==> config.mk <==
export PLATFORM = sky130hd
export DESIGN_NAME = rgb_fade_pwm
export DESIGN_NICKNAME = d
export VERILOG_FILES = /design/src/rtl/rgb_pkg.sv /design/src/rtl/fade_channel.sv /design/src/rtl/rgb_fade_pwm.sv
export SDC_FILE = /design/constraint.sdc
export NUM_CORES = 1
export LEC_CHECK = 0
export CAP_MARGIN = 30
export CORE_UTILIZATION = 65
export CTS_CLUSTER_SIZE = 10
export DETAILED_ROUTE_END_ITERATION = 7
export PLACE_DENSITY = 0.93
export SYNTH_ARGS = -nofsm -noshare
export SYNTH_HDL_FRONTEND = slang
export SYNTH_SLANG_ARGS = --single-unit
==> constraint.sdc <==
create_clock -name clk -period 5.5 [get_ports clk]
set_input_delay 1.1 -clock clk [delete_from_list [all_inputs] [get_ports clk]]
set_output_delay 1.1 -clock clk [all_outputs]
set_load 0.01 [all_outputs]
==> src/rtl/rgb_pkg.sv <==
// Shared types and defaults for the RGB crossfade PWM stage.
package rgb_pkg;

  localparam int PWM_BITS_DEF = 8;
  localparam int NUM_CH       = 3;

  typedef logic [PWM_BITS_DEF-1:0] level_t;

  typedef enum logic [1:0] {
    CH_R = 2'd0,
    CH_G = 2'd1,
    CH_B = 2'd2
  } ch_idx_e;

  // Counter width for an interval, never narrower than one bit.
  function automatic int step_cnt_width(input int interval);
    return (interval > 1) ? $clog2(interval) : 1;
  endfunction

endpackage

==> src/rtl/fade_channel.sv <==
// One colour channel: level ramp toward an on/off target, per-period duty shadow
// and registered PWM compare.
module fade_channel #(
  parameter int PWM_BITS  = rgb_pkg::PWM_BITS_DEF,
  parameter int MAX_LEVEL = 255
) (
  input  logic                clk,
  input  logic                rst,
  input  logic                target_on,
  input  logic                tick,
  input  logic                wrap,
  input  logic [PWM_BITS-1:0] pwm_cnt,
  output logic                pwm,
  output logic                at_target
);

  localparam logic [PWM_BITS-1:0] MAX_L  = PWM_BITS'(MAX_LEVEL);
  localparam logic [PWM_BITS-1:0] ZERO_L = {PWM_BITS{1'b0}};
  localparam logic [PWM_BITS-1:0] ONE_L  = PWM_BITS'(1);

  logic [PWM_BITS-1:0] target_s;
  logic [PWM_BITS-1:0] level_q, level_d;
  logic [PWM_BITS-1:0] duty_q, duty_d;
  logic                pwm_q, pwm_d;

  // Next-state for level, duty shadow and output compare.
  always_comb begin
    target_s = target_on ? MAX_L : ZERO_L;
    level_d  = level_q;
    if (tick && (level_q < target_s)) begin
      level_d = level_q + ONE_L;
    end else if (tick && (level_q > target_s)) begin
      level_d = level_q - ONE_L;
    end else begin
      level_d = level_q;
    end
    // Duty only follows the level at the period boundary so a period is never split.
    if (wrap) begin
      duty_d = level_q;
    end else begin
      duty_d = duty_q;
    end
    pwm_d = (duty_q > pwm_cnt);
  end

  // Channel state registers.
  always_ff @(posedge clk) begin
    if (rst) begin
      level_q <= ZERO_L;
      duty_q  <= ZERO_L;
      pwm_q   <= 1'b0;
    end else begin
      level_q <= level_d;
      duty_q  <= duty_d;
      pwm_q   <= pwm_d;
    end
  end

  assign pwm       = pwm_q;
  assign at_target = (level_q == target_s);

endmodule

==> src/rtl/rgb_fade_pwm.sv <==
// RGB crossfade PWM: shared period/step timebase, three fading channels and a
// registered busy flag raised while any channel is still ramping.
module rgb_fade_pwm #(
  parameter int PWM_BITS      = rgb_pkg::PWM_BITS_DEF,
  parameter int STEP_INTERVAL = 4688,
  parameter int MAX_LEVEL     = 255
) (
  input  logic clk,
  input  logic rst,
  input  logic red_in,
  input  logic green_in,
  input  logic blue_in,
  output logic pwm_r,
  output logic pwm_g,
  output logic pwm_b,
  output logic busy
);

  import rgb_pkg::*;

  localparam int SC_W = step_cnt_width(STEP_INTERVAL);
  localparam logic [SC_W-1:0] STEP_LAST = SC_W'(STEP_INTERVAL - 1);

  logic [PWM_BITS-1:0] pwm_cnt_q, pwm_cnt_d;
  logic [SC_W-1:0]     step_cnt_q, step_cnt_d;
  logic                busy_q, busy_d;
  logic                tick_s, wrap_s;
  logic [NUM_CH-1:0]   on_s, pwm_s, at_target_s;

  assign on_s[CH_R] = red_in;
  assign on_s[CH_G] = green_in;
  assign on_s[CH_B] = blue_in;

  // Timebase decode and busy aggregation.
  always_comb begin
    wrap_s    = (pwm_cnt_q == {PWM_BITS{1'b1}});
    tick_s    = (step_cnt_q == STEP_LAST);
    pwm_cnt_d = pwm_cnt_q + PWM_BITS'(1);
    if (tick_s) begin
      step_cnt_d = {SC_W{1'b0}};
    end else begin
      step_cnt_d = step_cnt_q + SC_W'(1);
    end
    busy_d = ~(&at_target_s);
  end

  // Timebase and busy registers.
  always_ff @(posedge clk) begin
    if (rst) begin
      pwm_cnt_q  <= {PWM_BITS{1'b0}};
      step_cnt_q <= {SC_W{1'b0}};
      busy_q     <= 1'b0;
    end else begin
      pwm_cnt_q  <= pwm_cnt_d;
      step_cnt_q <= step_cnt_d;
      busy_q     <= busy_d;
    end
  end

  for (genvar ch = 0; ch < NUM_CH; ch++) begin : g_ch
    fade_channel #(
      .PWM_BITS  (PWM_BITS),
      .MAX_LEVEL (MAX_LEVEL)
    ) u_ch (
      .clk       (clk),
      .rst       (rst),
      .target_on (on_s[ch]),
      .tick      (tick_s),
      .wrap      (wrap_s),
      .pwm_cnt   (pwm_cnt_q),
      .pwm       (pwm_s[ch]),
      .at_target (at_target_s[ch])
    );
  end

  assign pwm_r = pwm_s[CH_R];
  assign pwm_g = pwm_s[CH_G];
  assign pwm_b = pwm_s[CH_B];
  assign busy  = busy_q;

endmodule

==> flow_summary.ini, run 1 <==
[global_route]
grt_pass1_wl_um = 16900
grt_pass1_vias = 3706
grt_start_max_net_pins = 72
track_usage_pct = 28.7
grt.overflow.total = 0
antenna_found_initial = 0

[cts]
htree_levels = 3
root_buffer = clkbuf_8
post_cts_buffers = 0
cts_buffers = 9
insertion_delay_ns = 0.36
ctsHoldBuffers = 0
clk_pin_slew_ns = 0.08
cts_resized = 0
clock_sinks = 73
cts_tree = done
clockBufferDepth = 2

[synth]
synth_seq_cells = 73
synth_compound_area_share_pct = 13.0
synth_top_family_by_area = simple AND/OR/NAND/NOR gates
muxShareOfSynthArea_pct = 3.79
synth_ff_type = dfxtp_1
synthAdderAreaFrac_pct = 20.1
yosys.area_share.simple_pct = 21.9
synth_commonest_cells = dfxtp_1 (73), ha_1 (69), nand2_1 (66)
synth_xor_xnor_area_share_pct = 6.12
synthCells = 534
yosysTopAreaCell = dfxtp_1
synth_cell_type_count = 49
synth_edf_count = 0
syn_avg_cell_area_um2 = 8.58
async_flop_share_pct = 0
yosysSeqAreaShare_pct = 31.9
synth.most_common_cell = dfxtp_1
yosys.area.top_type_share_pct = 31.9
synthTopCellsByArea = dfxtp_1 (32%), ha_1 (19%), a21oi_1 (6.2%)
yosys_warnings = 0
synth_nets = 611
synthesis.area_um2 = 4580

[timing]
worstMarginPinSlew_ns = 0.979
max_freq_mhz = 220
whs_ns = 0.440
finalCritPeriodShare_pct = 82.8
min_period_ns = 4.55
finalSetupViolCount = 0
fin_skew_ns = 0.0124
hold_violations = 0
rsz0062_at_grt = no
fin_tns_setup_ns = 0
relSlewSlack_pct = 34.6
drv_slew = 0

[worst_hold_path]
holdPathStages = 1
min_to = step_cnt_q[0]
hp-class = reg -> reg
hp-start = step_cnt_q[0]

[die]
io_pins = 9
fp.dieW_um = 86.0
core_area_um2 = 6790
die_h_um = 86.0
dieArea_um2 = 7390
std_cell_rows = 30
start_util_pct = 67.5

[place]
place.gp.congestion = 0.914
hpwl_um = 7090
io_buffer_count = 8

[setup_path]
crit_family = compound AO/OA/AOI/OAI gates
cp_max_fo = 8
r2r-end = g_ch[2].u_ch.level_q[7]
arrival_ns = 4.79
crit_slowest_cell = clkdlybuf4s50_1
worstSetupPathType = in -> reg
startpoint_type = input port
cp-end-kind = register
worstRegToRegCells = 12
path_buf_inv = 3
cpPeakStageDelay_ns = 0.52
rr_startpoint = step_cnt_q[0]
r2r_slack_ns = 1.75
crit_chain = clkdlybuf4s50_1 -> inv_1 -> ha_1 -> a21oi_1 -> inv_1 -> o21ba_2 -> nor2_1 -> nand2_1 -> ha_1 -> a21oi_1 -> nor2_1 -> o311ai_0 -> a2111oi_0 -> a41o_1 -> mux2_2
worstPathRequired_ns = 5.74

[route]
drt-total-wl_um = 9980
ant_nets = 0
drt_drc_violations_left = 0
wire_per_inst_um = 15.5
viasPerCell = 5.99
first_pass_iters = 4
vias = 3844
first_iter_violations = 213

[power]
leakage_nw = 2.04
peakVddDrop_uv = 208
cellPowerDensity_nw_per_um2 = 216

[finish]
drive_gt1_share_pct = 6.04
final_nets = 619
insertedDiodeCount = 0
layout-area-overhead-vs-synth_pct = 8.33
n_fill_cell = 488

[status]
outcome = finished clean

[run]
drv_cap = 0
## area by class of cell
cell class | instances | area, um^2 | share of cell area, %
well taps | 96 | 120 | 2.42
clock inverters | 5 | 80.1 | 1.61
inverters | 24 | 90.1 | 1.81
multi-input cells | 424 | 2990 | 60.1
clock buffers | 10 | 138 | 2.77
repair buffers | 10 | 90.1 | 1.81
flip-flops and latches | 73 | 1460 | 29.4
## layout by cell type, fill, tap and decap left out, drive strengths merged, types with 7 or more instances in the layout
cell type	synthesis	final
dfxtp	73	73
ha	69	69
nand2	66	66
nor2	65	65
a21oi	58	58
inv	24	24
xnor2	21	21
mux2i	14	14
nor2b	13	13
nand4	13	13
o21ai	11	11
xor2	11	11
nand3	11	11
clkbuf	12	10
a21o	9	9
nand2b	8	8
clkdlybuf4s50	0	7
## worst register-to-register path, stage by stage (launching register included)
cell	delay, ns
dfxtp_1	0.35
ha_1	0.24
nand3_1	0.13
nor4b_1	0.36
and4b_1	0.39
nand2_1	0.26
ha_1	0.34
a21oi_1	0.22
and4b_1	0.24
o32ai_1	0.37
o21ai_0	0.15
o31ai_1	0.25
mux2_1	0.35
## layer usage
metal / wire length, um / track usage [%] / vias to the layer above
met5: 0 / 0 / -
met1: 4250 / 34.5 / 1817
met2: 4960 / 49.2 / 115
met3: 448 / 4.43 / 30
met4: 323 / 15.5 / 0
li1: - / - / 1882
## flip-flops by register name (all words and copies together) (netlist names)
| name | cells |
|---|---|
| g_ch.u_ch.level_q | 24 |
| g_ch.u_ch.pwm | 3 |
| pwm_cnt_q | 8 |
| g_ch.u_ch.duty_q | 24 |
| busy | 1 |
| step_cnt_q | 13 |
## per-stage QoR
step	util, %	setup slack, ns	cell area [um^2]	std cells	total power (W)
4_1_cts	73.1	1.01	4960	642	0.00107
5_1_grt	73.1	0.727	4960	642	0.00110
3_3_place_gp	69.9	0.915	4750	627	0.000609
6_report	73.1	0.948	4960	642	0.00107
3_5_place_dp	69.9	0.687	4750	627	0.000614
2_1_floorplan	-	1.62	4580	534	0.000594
## where the power goes
group / switching, W / internal [W] / total, W
Combinational: 0.0000363 / 0.0000278 / 0.0000641
Sequential: 0.00000468 / 0.000534 / 0.000539
Clock: 0.000206 / 0.000264 / 0.000470
Total: 0.000247 / 0.000827 / 0.00107
## cell families after synthesis
group | after synthesis
AOI/OAI and AO/OA | 99
xor gates and xnor gates | 32
adders and majority gates | 72
buffers and inverters | 37
DFF | 73
muxes | 17
and+or+nand+nor | 204
## worst max-delay path by stage
stage,startpoint,end,slack [ns],cells after the start
floorplan,blue_in,g_ch[2].u_ch.level_q[7],1.62,14
global placement,red_in,g_ch[0].u_ch.level_q[7],0.91,15
detailed placement,green_in,g_ch[1].u_ch.level_q[7],0.69,15
CTS,green_in,g_ch[1].u_ch.level_q[7],1.01,15
global route,green_in,g_ch[1].u_ch.level_q[7],0.73,15
finish,green_in,g_ch[1].u_ch.level_q[7],0.95,15
No activity file was read; power rests on OpenSTA's default activity.
==> run 2: changes to the inputs <==
Settings changed: CORE_UTILIZATION 65 to 57, PLACE_DENSITY 0.93 to 0.87.
Clock period 5.5 ns to 3.8 ns, I/O delays scaled along.
==> flow_summary.ini, run 2 (same netlist as run 1, synthesis figures left out) <==
[cts]
insertion_delay_ns = 0.35
clk_pin_slew_ns = 0.08
root_buffer = clkbuf_8
htree_levels = 3
clock_sinks = 73
cts_tree = done
clockBufferDepth = 2
cts_buffers = 9

[timing]
fin_ws_ns = -0.000487
finalCritPeriodShare_pct = 100
fin_skew_ns = 0.00916
rsz0062_at_grt = yes
drv_slew = 0
worstMarginPinSlew_ns = 0.914
max_freq_mhz = 263
min_period_ns = 3.80
hold_violations = 0
relSlewSlack_pct = 38.9
finalSetupViolCount = 1

[die]
std_cell_rows = 32
dieArea_um2 = 8400
io_pins = 9
fp.dieW_um = 91.7
die_h_um = 91.7
start_util_pct = 59.0
core_area_um2 = 7770

[setup_path]
worstPathRequired_ns = 4.04
r2r_slack_ns = 0.24
worstSetupPathType = in -> reg
cp_max_fo = 6
r2r-end = g_ch[1].u_ch.level_q[7]
worstRegToRegCells = 13
arrival_ns = 4.04
startpoint_type = input port
cp-end-kind = register
rr_startpoint = step_cnt_q[0]

[place]
place.gp.congestion = 0.899
place_area_um2 = 5120
io_buffer_count = 8
hpwl_um = 7590
dp.cells = 682

[route]
first_iter_violations = 184
viasPerCell = 5.87
drt_drc_violations_left = 0
drt-total-wl_um = 11200
ant_nets = 0
first_pass_iters = 4
wire_per_inst_um = 15.8
vias = 4131

[power]
leakage_nw = 2.32
cellPowerDensity_nw_per_um2 = 285
peakVddDrop_uv = 264

[worst_hold_path]
hp-class = reg -> reg
hp-start = step_cnt_q[0]
holdPathStages = 1
min_to = step_cnt_q[0]

[finish]
insertedDiodeCount = 0
layout_common_cells = dfxtp_1 (73), nand2_1 (63), nor2_1 (62), ha_1 (62), buf_4 (56)
layout-area-overhead-vs-synth_pct = 21.0
final_nets = 674
finalNonFillerCells = 704
reg_top3 = g_ch.u_ch.duty_q x24, g_ch.u_ch.level_q x24, step_cnt_q x13
drive_gt1_share_pct = 18.9
n_fill_cell = 573
final_common_cell = dfxtp_1
final_area_um2 = 5550

[global_route]
antenna_found_initial = 0
grt.overflow.total = 0
grt_start_max_net_pins = 38
grt_pass1_wl_um = 18500
grt_pass1_vias = 4228
track_usage_pct = 27.7

[status]
violations = setup timing
outcome = finished with violations

[run]
drv_cap = 0
## run 2: area by class of cell
type / count / area (um^2) / area share [%]
clock buffers: 12 / 155 / 2.80
multi-input cells: 424 / 3130 / 56.4
inverters: 24 / 90.1 / 1.62
clock inverters: 4 / 75.1 / 1.35
flip-flops and latches: 73 / 1460 / 26.3
well taps: 102 / 128 / 2.30
repair buffers: 65 / 509 / 9.18
## run 2: critical path, stage by stage
cell             delay (ns)
clkdlybuf4s50_1        0.49
inv_2                  0.08
ha_1                   0.31
nor2b_1                0.14
o211ai_1               0.23
a21oi_2                0.12
nor2_2                 0.10
nand2_2                0.13
buf_6                  0.17
ha_1                   0.29
and4b_1                0.22
o32ai_2                0.26
o21ai_1                0.14
o31ai_2                0.27
mux2_4                 0.33
## run 2: metrics by stage
| stage | hold slack [ns] | total power, W | TNS [ns] | utilization [%] | worst slack, ns |
|---|---|---|---|---|---|
| 3_3_place_gp | 0.422 | 0.000889 | -1.12 | 65.9 | -0.346 |
| 2_1_floorplan | 0.413 | 0.000860 | 0 | - | 0.263 |
| 6_report | 0.438 | 0.00158 | -0.000487 | 71.4 | -0.000487 |
| 3_5_place_dp | 0.433 | 0.000897 | -2.36 | 65.9 | -0.525 |
| 5_1_grt | 0.484 | 0.00163 | -0.342 | 71.4 | -0.162 |
| 4_1_cts | 0.444 | 0.00159 | -0.00255 | 70.1 | -0.00255 |
## run 2: repair_timing
action	in CTS	in global routing
endpoints found under the setup margin	3	5
gates resized for setup	17	17
endpoints found under the hold margin	0	0
hold buffers	0	0
pin swaps	3	5
setup buffers	2	4
## run 2: where the power goes
| group | internal (W) | switching, W | total [W] |
|---|---|---|---|
| combinational | 0.0000461 | 0.0000574 | 0.000103 |
| sequential | 0.000773 | 0.00000682 | 0.000780 |
| clock | 0.000406 | 0.000292 | 0.000698 |
## run 2: worst max-delay path by stage
stage	from	to	cells past startpoint
CTS	red_in	g_ch[0].u_ch.level_q[7]	16
floorplan	blue_in	g_ch[2].u_ch.level_q[7]	14
global placement	blue_in	g_ch[2].u_ch.level_q[7]	15
finish	blue_in	g_ch[2].u_ch.level_q[7]	15
global route	red_in	g_ch[0].u_ch.level_q[7]	16
detailed placement	blue_in	g_ch[2].u_ch.level_q[7]	15
## run 2: metal layers
layer / part of all wire, % / vias to the layer above / GRT usage, %
li1: - / 2002 / -
met4: 2.9 / 0 / 14.2
met5: 0 / - / 0
met1: 41 / 2005 / 29.9
met3: 4.2 / 27 / 6.88
met2: 52 / 97 / 49.9
==> RTL edit 1, RTL diff (flow settings as in run 2) <==
Register the inputs `red_in`, `green_in` and `blue_in` before use, cleared by the reset. The logic sees them one clock later.
--- a/src/rtl/rgb_fade_pwm.sv
+++ b/src/rtl/rgb_fade_pwm.sv
@@ -22,4 +22,20 @@
   localparam logic [SC_W-1:0] STEP_LAST = SC_W'(STEP_INTERVAL - 1);
 
+  logic red_q;
+  logic green_q;
+  logic blue_q;
+
+  always_ff @(posedge clk) begin
+    if (rst) begin
+      red_q   <= '0;
+      green_q <= '0;
+      blue_q  <= '0;
+    end else begin
+      red_q   <= red_in;
+      green_q <= green_in;
+      blue_q  <= blue_in;
+    end
+  end
+
   logic [PWM_BITS-1:0] pwm_cnt_q, pwm_cnt_d;
   logic [SC_W-1:0]     step_cnt_q, step_cnt_d;
@@ -28,7 +44,7 @@
   logic [NUM_CH-1:0]   on_s, pwm_s, at_target_s;
 
-  assign on_s[CH_R] = red_in;
-  assign on_s[CH_G] = green_in;
-  assign on_s[CH_B] = blue_in;
+  assign on_s[CH_R] = red_q;
+  assign on_s[CH_G] = green_q;
+  assign on_s[CH_B] = blue_q;
 
   // Timebase decode and busy aggregation.
Check against the original RTL: not equivalent (Yosys sat finds a counterexample within 4 cycles, from zero or initial values and one cycle with rst high).
==> RTL edit 1 against run 2 <==
Global-route usage shrank 3.6 points. Total power decreased by 3.3%. Synthesized area up 0.27%. Fmax up 5.1%. Critical path type is now register to register. Final area fell by 11%. Cell count is 7.8% lower. Routed wire length down 16%. Worst setup slack improved by 180 ps. Combinational power about the same. Critical endpoint is now g_ch[0].u_ch.level_q[7]. Sequential cell count is 3 higher.
==> RTL edit 1: results <==
global_routing:
  grt_pass1_wl_um: 16400
  grt_antenna_before_repair: 0
  first_global_vias: 3684
  track_usage_pct: 24.1
  grt_max_degree: 64
power:
  proportion_of_total_power_due_to_net_switching_pct: 24.4
  peakVddDrop_v: 0.000204
  leakage_nw: 2.18
  power.total_mw: 1.53
final_layout:
  num-nets-final: 618
  antennaDiodeCount: 0
  largest_registers: "g_ch.u_ch.duty_q: 24 flops, g_ch.u_ch.level_q: 24 flops, step_cnt_q: 13 flops"
  cell_count_final_fillers_out: 649
  post_route_cells_drive_above_1_share_pct: 6.03
clock_tree:
  cts_inserted_buffers: 9
  post_cts_resize_count: 0
  worstSkewPairLatency_ps: 350
  cts_post_setup_buffers_inserted: 0
  buffer_levels_on_the_longest_clock_path: 2
  clk_root_buffer_cell: "sky130_fd_sc_hd__clkbuf_8"
  clk_pin_slew_ps: 80
routing:
  drt_first_pass_iters: 4
  drt_iter0_drc: 163
  vias: 3794
  detail_route.wl_per_cell_um: 14.5
synth:
  synth.yosys.seq_area_share_pct: 33.1
  async_flop_share_pct: 0
  synth_top_flop_cell: "sky130_fd_sc_hd__dfxtp_1"
  post_synth_most_frequent_cells: "sky130_fd_sc_hd__nand2_1, sky130_fd_sc_hd__dfxtp_1, sky130_fd_sc_hd__ha_1"
  synth_cells: 536
  synth.lib_cells_used.distinct: 46
  synth.yosys.warnings: 0
  synthesis.nets: 612
  synth_top_cells_by_area: "sky130_fd_sc_hd__dfxtp_1, sky130_fd_sc_hd__ha_1, sky130_fd_sc_hd__a21oi_1, sky130_fd_sc_hd__nand2_1, sky130_fd_sc_hd__xnor2_1"
timing:
  worst_clock_skew_ps: 7.12
  timing.hold.ws_ps: 446
  max_freq_mhz: 276
  worst_slew_pin_slew_ps: 631
setup_path:
  critical-path-top-delay-family: "compound AO/OA/AOI/OAI gates"
  setup.worst_path.start: "red_q"
  critical_path.max_fanout: 7
  critical-path-slowest-cell: "sky130_fd_sc_hd__ha_1"
  worstPathArrival_ps: 3860
  r2r.worst_path.cells: 13
  cpPeakStageDelay_ps: 380
  worst-r2r-setup-slack_ps: 180
  worstSetupEndpoint: "g_ch[0].u_ch.level_q[7]"
run_status:
  outcome: "finished, final reports clean"
min_path:
  whs_endpoint: "step_cnt_q[0]"
  worstHoldStart: "step_cnt_q[0]"
place:
  placement.io_buffers: 8
  post-place-cells: 633
  dpl_cell_area_um2: 4750
  post-place-ws_ps: 238
  hpwl_um: 6810
  routabilityCongestion: 0.865
-- RTL edit 1: cell count changes in the layout (fill, tap and decap cells not counted), sizes merged, moves of 5 or more --
| cell | before | now |
|---|---|---|
| and3 | 3 | 9 |
| nand2 | 66 | 77 |
| a21oi | 58 | 64 |
| a21o | 9 | 19 |
| nor2 | 65 | 40 |
| mux2i | 14 | 7 |
| clkinv | 0 | 5 |
| buf | 58 | 4 |
-- RTL edit 1: power groups by stage --
stage	Combinational [mW]	Clock (mW)	Sequential [mW]
final	0.103	0.612	0.814
after CTS	0.103	0.619	0.814
after global placement	0.0958	0	0.832
after global routing	0.116	0.650	0.815
after detailed placement	0.102	0	0.833
after floorplan	0.0708	0	0.833
-- RTL edit 1: cells by family (layout without fill, tap and decap cells) --
| logic type | after synthesis | after routing | share of synthesized area [%] |
|---|---|---|---|
| compound gates | 114 | 114 | 14.9 |
| xor+xnor | 30 | 30 | 5.72 |
| fa+ha+maj | 71 | 71 | 19.8 |
| buf+inv | 40 | 51 | 3.46 |
| flops | 76 | 76 | 33.1 |
| mux | 10 | 10 | 2.26 |
| simple gates | 195 | 195 | 20.7 |
-- RTL edit 1: final cells by class --
class / instances / area [um2]
Sequential cell: 76 / 1520
Tap cell: 102 / 128
Inverter: 24 / 90.1
Clock inverter: 6 / 65.1
Clock buffer: 10 / 128
Multi-Input combinational cell: 420 / 2920
Fill cell: 638 / 2820
Timing Repair Buffer: 11 / 97.6
-- RTL edit 1: routing by layer --
metal  wire length, um  part of all wire [%]  vias up  global-route usage [%]
li1                  -                     -     1899                       -
met1              4330                    46     1797                    30.7
met2              4510                    48       79                    40.3
met3               348                   3.7       19                    3.32
met4               217                   2.3        0                    11.3
met5                 0                     0        -                       0
==> RTL edit 2, RTL diff (flow settings as in run 2) <==
Without the edit above. `PWM_BITS_DEF`: 8 -> 12.
--- a/src/rtl/rgb_pkg.sv
+++ b/src/rtl/rgb_pkg.sv
@@ -2,5 +2,5 @@
 package rgb_pkg;
 
-  localparam int PWM_BITS_DEF = 8;
+  localparam int PWM_BITS_DEF = 12;
   localparam int NUM_CH       = 3;
 
Formal check against the unedited RTL: same outputs for any inputs over 10 cycles, from zero or initial values and one cycle with rst high; that may be too few to reach the edited logic, so the function may still have changed.
==> RTL edit 2 against run 2 <==
The flow still finishes with violations (negative setup slack). Register-to-register slack got worse by 120 ps. Worst hold slack better by 11 ps. Clock power increased by 46%. Total power up 40%. Routed wire length is 84% higher. Sequential share of layout area is 1.8 points lower. Worst setup slack got worse by 68 ps. Synthesized area up 43%. Sequential cell count up 28. Synthesized cell count rose by 44%. Non-clock buffer count up 58. Final area up 49%. Core utilization up 3.3 points. Critical path type unchanged.
==> RTL edit 2: results <==
run_status:
  outcome: "complete, but fails checks"
  violations: "negative setup slack"
routing:
  met3_wirelength_um: 1440
  detail_route.wl_per_cell_um: 20.1
  drt_iter0_drc: 725
  topRoutingLayerUsed: "met4"
  met1_layer_wirelength_in_the_final_routing_um: 7910
  drt-vias-per-instance: 6.50
synth:
  post_synth_xor_area_fraction_pct: 5.59
  synth_compound_gate_area_share_pct: 20.0
  synth.lib_cells_used.distinct: 64
  synth_top_cells_by_area: "sky130_fd_sc_hd__dfxtp_1, sky130_fd_sc_hd__ha_1, sky130_fd_sc_hd__nand2_1, sky130_fd_sc_hd__a21oi_1, sky130_fd_sc_hd__xnor2_1"
  synth_fa_ha_area_share_pct: 18.4
  post_synth_most_frequent_cells: "sky130_fd_sc_hd__nand2_1, sky130_fd_sc_hd__dfxtp_1, sky130_fd_sc_hd__ha_1"
  postSynthAreaPerCell_um2: 8.56
  synth.yosys.seq_area_share_pct: 30.7
  synthesis.nets: 868
place:
  routabilityCongestion: 0.839
  hpwl_um: 12000
  post-place-ws_ps: -762
  placement.io_buffers: 8
  dpl_cell_area_um2: 7370
timing:
  timing.final.setup_violations: 2
  worst_slack_ps: -68.3
  timing.hold.ws_ps: 449
  worst_slew_pin_slew_ps: 876
  finalSetupTns_ps: -79.1
  worst_clock_skew_ps: 9.83
power:
  peakVddDrop_v: 0.000356
  p_sw_mw: 0.504
global_routing:
  grt_pass1_wl_um: 30600
  use_met1_pct: 35.9
  gr-usage-met3_pct: 7.82
  grt_max_degree: 72
  grt_antenna_before_repair: 0
  grt.met2_usage_pct: 58.0
  first_global_vias: 6585
min_path:
  worstHoldStart: "step_cnt_q[0]"
  holdCritPathClass: "register to register"
clock_tree:
  clk_root_buffer_cell: "sky130_fd_sc_hd__clkbuf_16"
final_layout:
  postLayoutCoreUtil_pct: 74.7
  largest_registers: "g_ch.u_ch.duty_q: 36 flops, g_ch.u_ch.level_q: 36 flops, step_cnt_q: 13 flops"
  num-nets-final: 976
  cell_count_final_fillers_out: 1020
  post_route_cells_drive_above_1_share_pct: 22.5
setup_path:
  worst-r2r-setup-slack_ps: 120
  r2r.worst_path.cells: 12
  critical_path.reg2reg.endpoint: "g_ch[2].u_ch.level_q[11]"
  critical_path.max_fanout: 7
  worstPathArrival_ps: 4120
-- RTL edit 2: timing repair --
| action | 4_1_cts | 5_1_grt |
|---|---|---|
| endpoints found under the setup margin | 16 | 18 |
| endpoints found under the hold margin | 0 | 0 |
| resized for setup | 48 | 26 |
| pin swaps | 12 | 14 |
| hold buffers | 0 | 0 |
| buffers inserted | 20 | 7 |
-- RTL edit 2: critical path: stages --
cell                            delay (ps)
sky130_fd_sc_hd__dlygate4sd2_1         270
sky130_fd_sc_hd__inv_4                  90
sky130_fd_sc_hd__buf_4                 150
sky130_fd_sc_hd__ha_1                  320
sky130_fd_sc_hd__and4_1                190
sky130_fd_sc_hd__nand2_2               100
sky130_fd_sc_hd__a21o_1                140
sky130_fd_sc_hd__nand3_2               140
sky130_fd_sc_hd__buf_4                 180
sky130_fd_sc_hd__ha_1                  310
sky130_fd_sc_hd__a211oi_2              280
sky130_fd_sc_hd__o21ai_2               100
sky130_fd_sc_hd__o31ai_2               280
sky130_fd_sc_hd__a311oi_2              160
sky130_fd_sc_hd__mux2i_1               270
sky130_fd_sc_hd__mux2_2                370
-- RTL edit 2: power groups by stage --
stage	sequential (mW)	combinational [mW]	clock [mW]
global route	1.07	0.134	1.06
detailed placement	1.10	0.108	0
floorplan	1.10	0.0720	0
CTS	1.07	0.115	1.02
finish	1.07	0.124	1.02
global placement	1.10	0.0996	0
-- RTL edit 2: cell type report --
type	count	area (um2)
clock buffer	10	239
clock inverter	5	85.1
fill	697	2790
inverter	26	100
multi-input combinational	615	4650
sequential	101	2020
tap	140	175
timing repair buffer	123	970
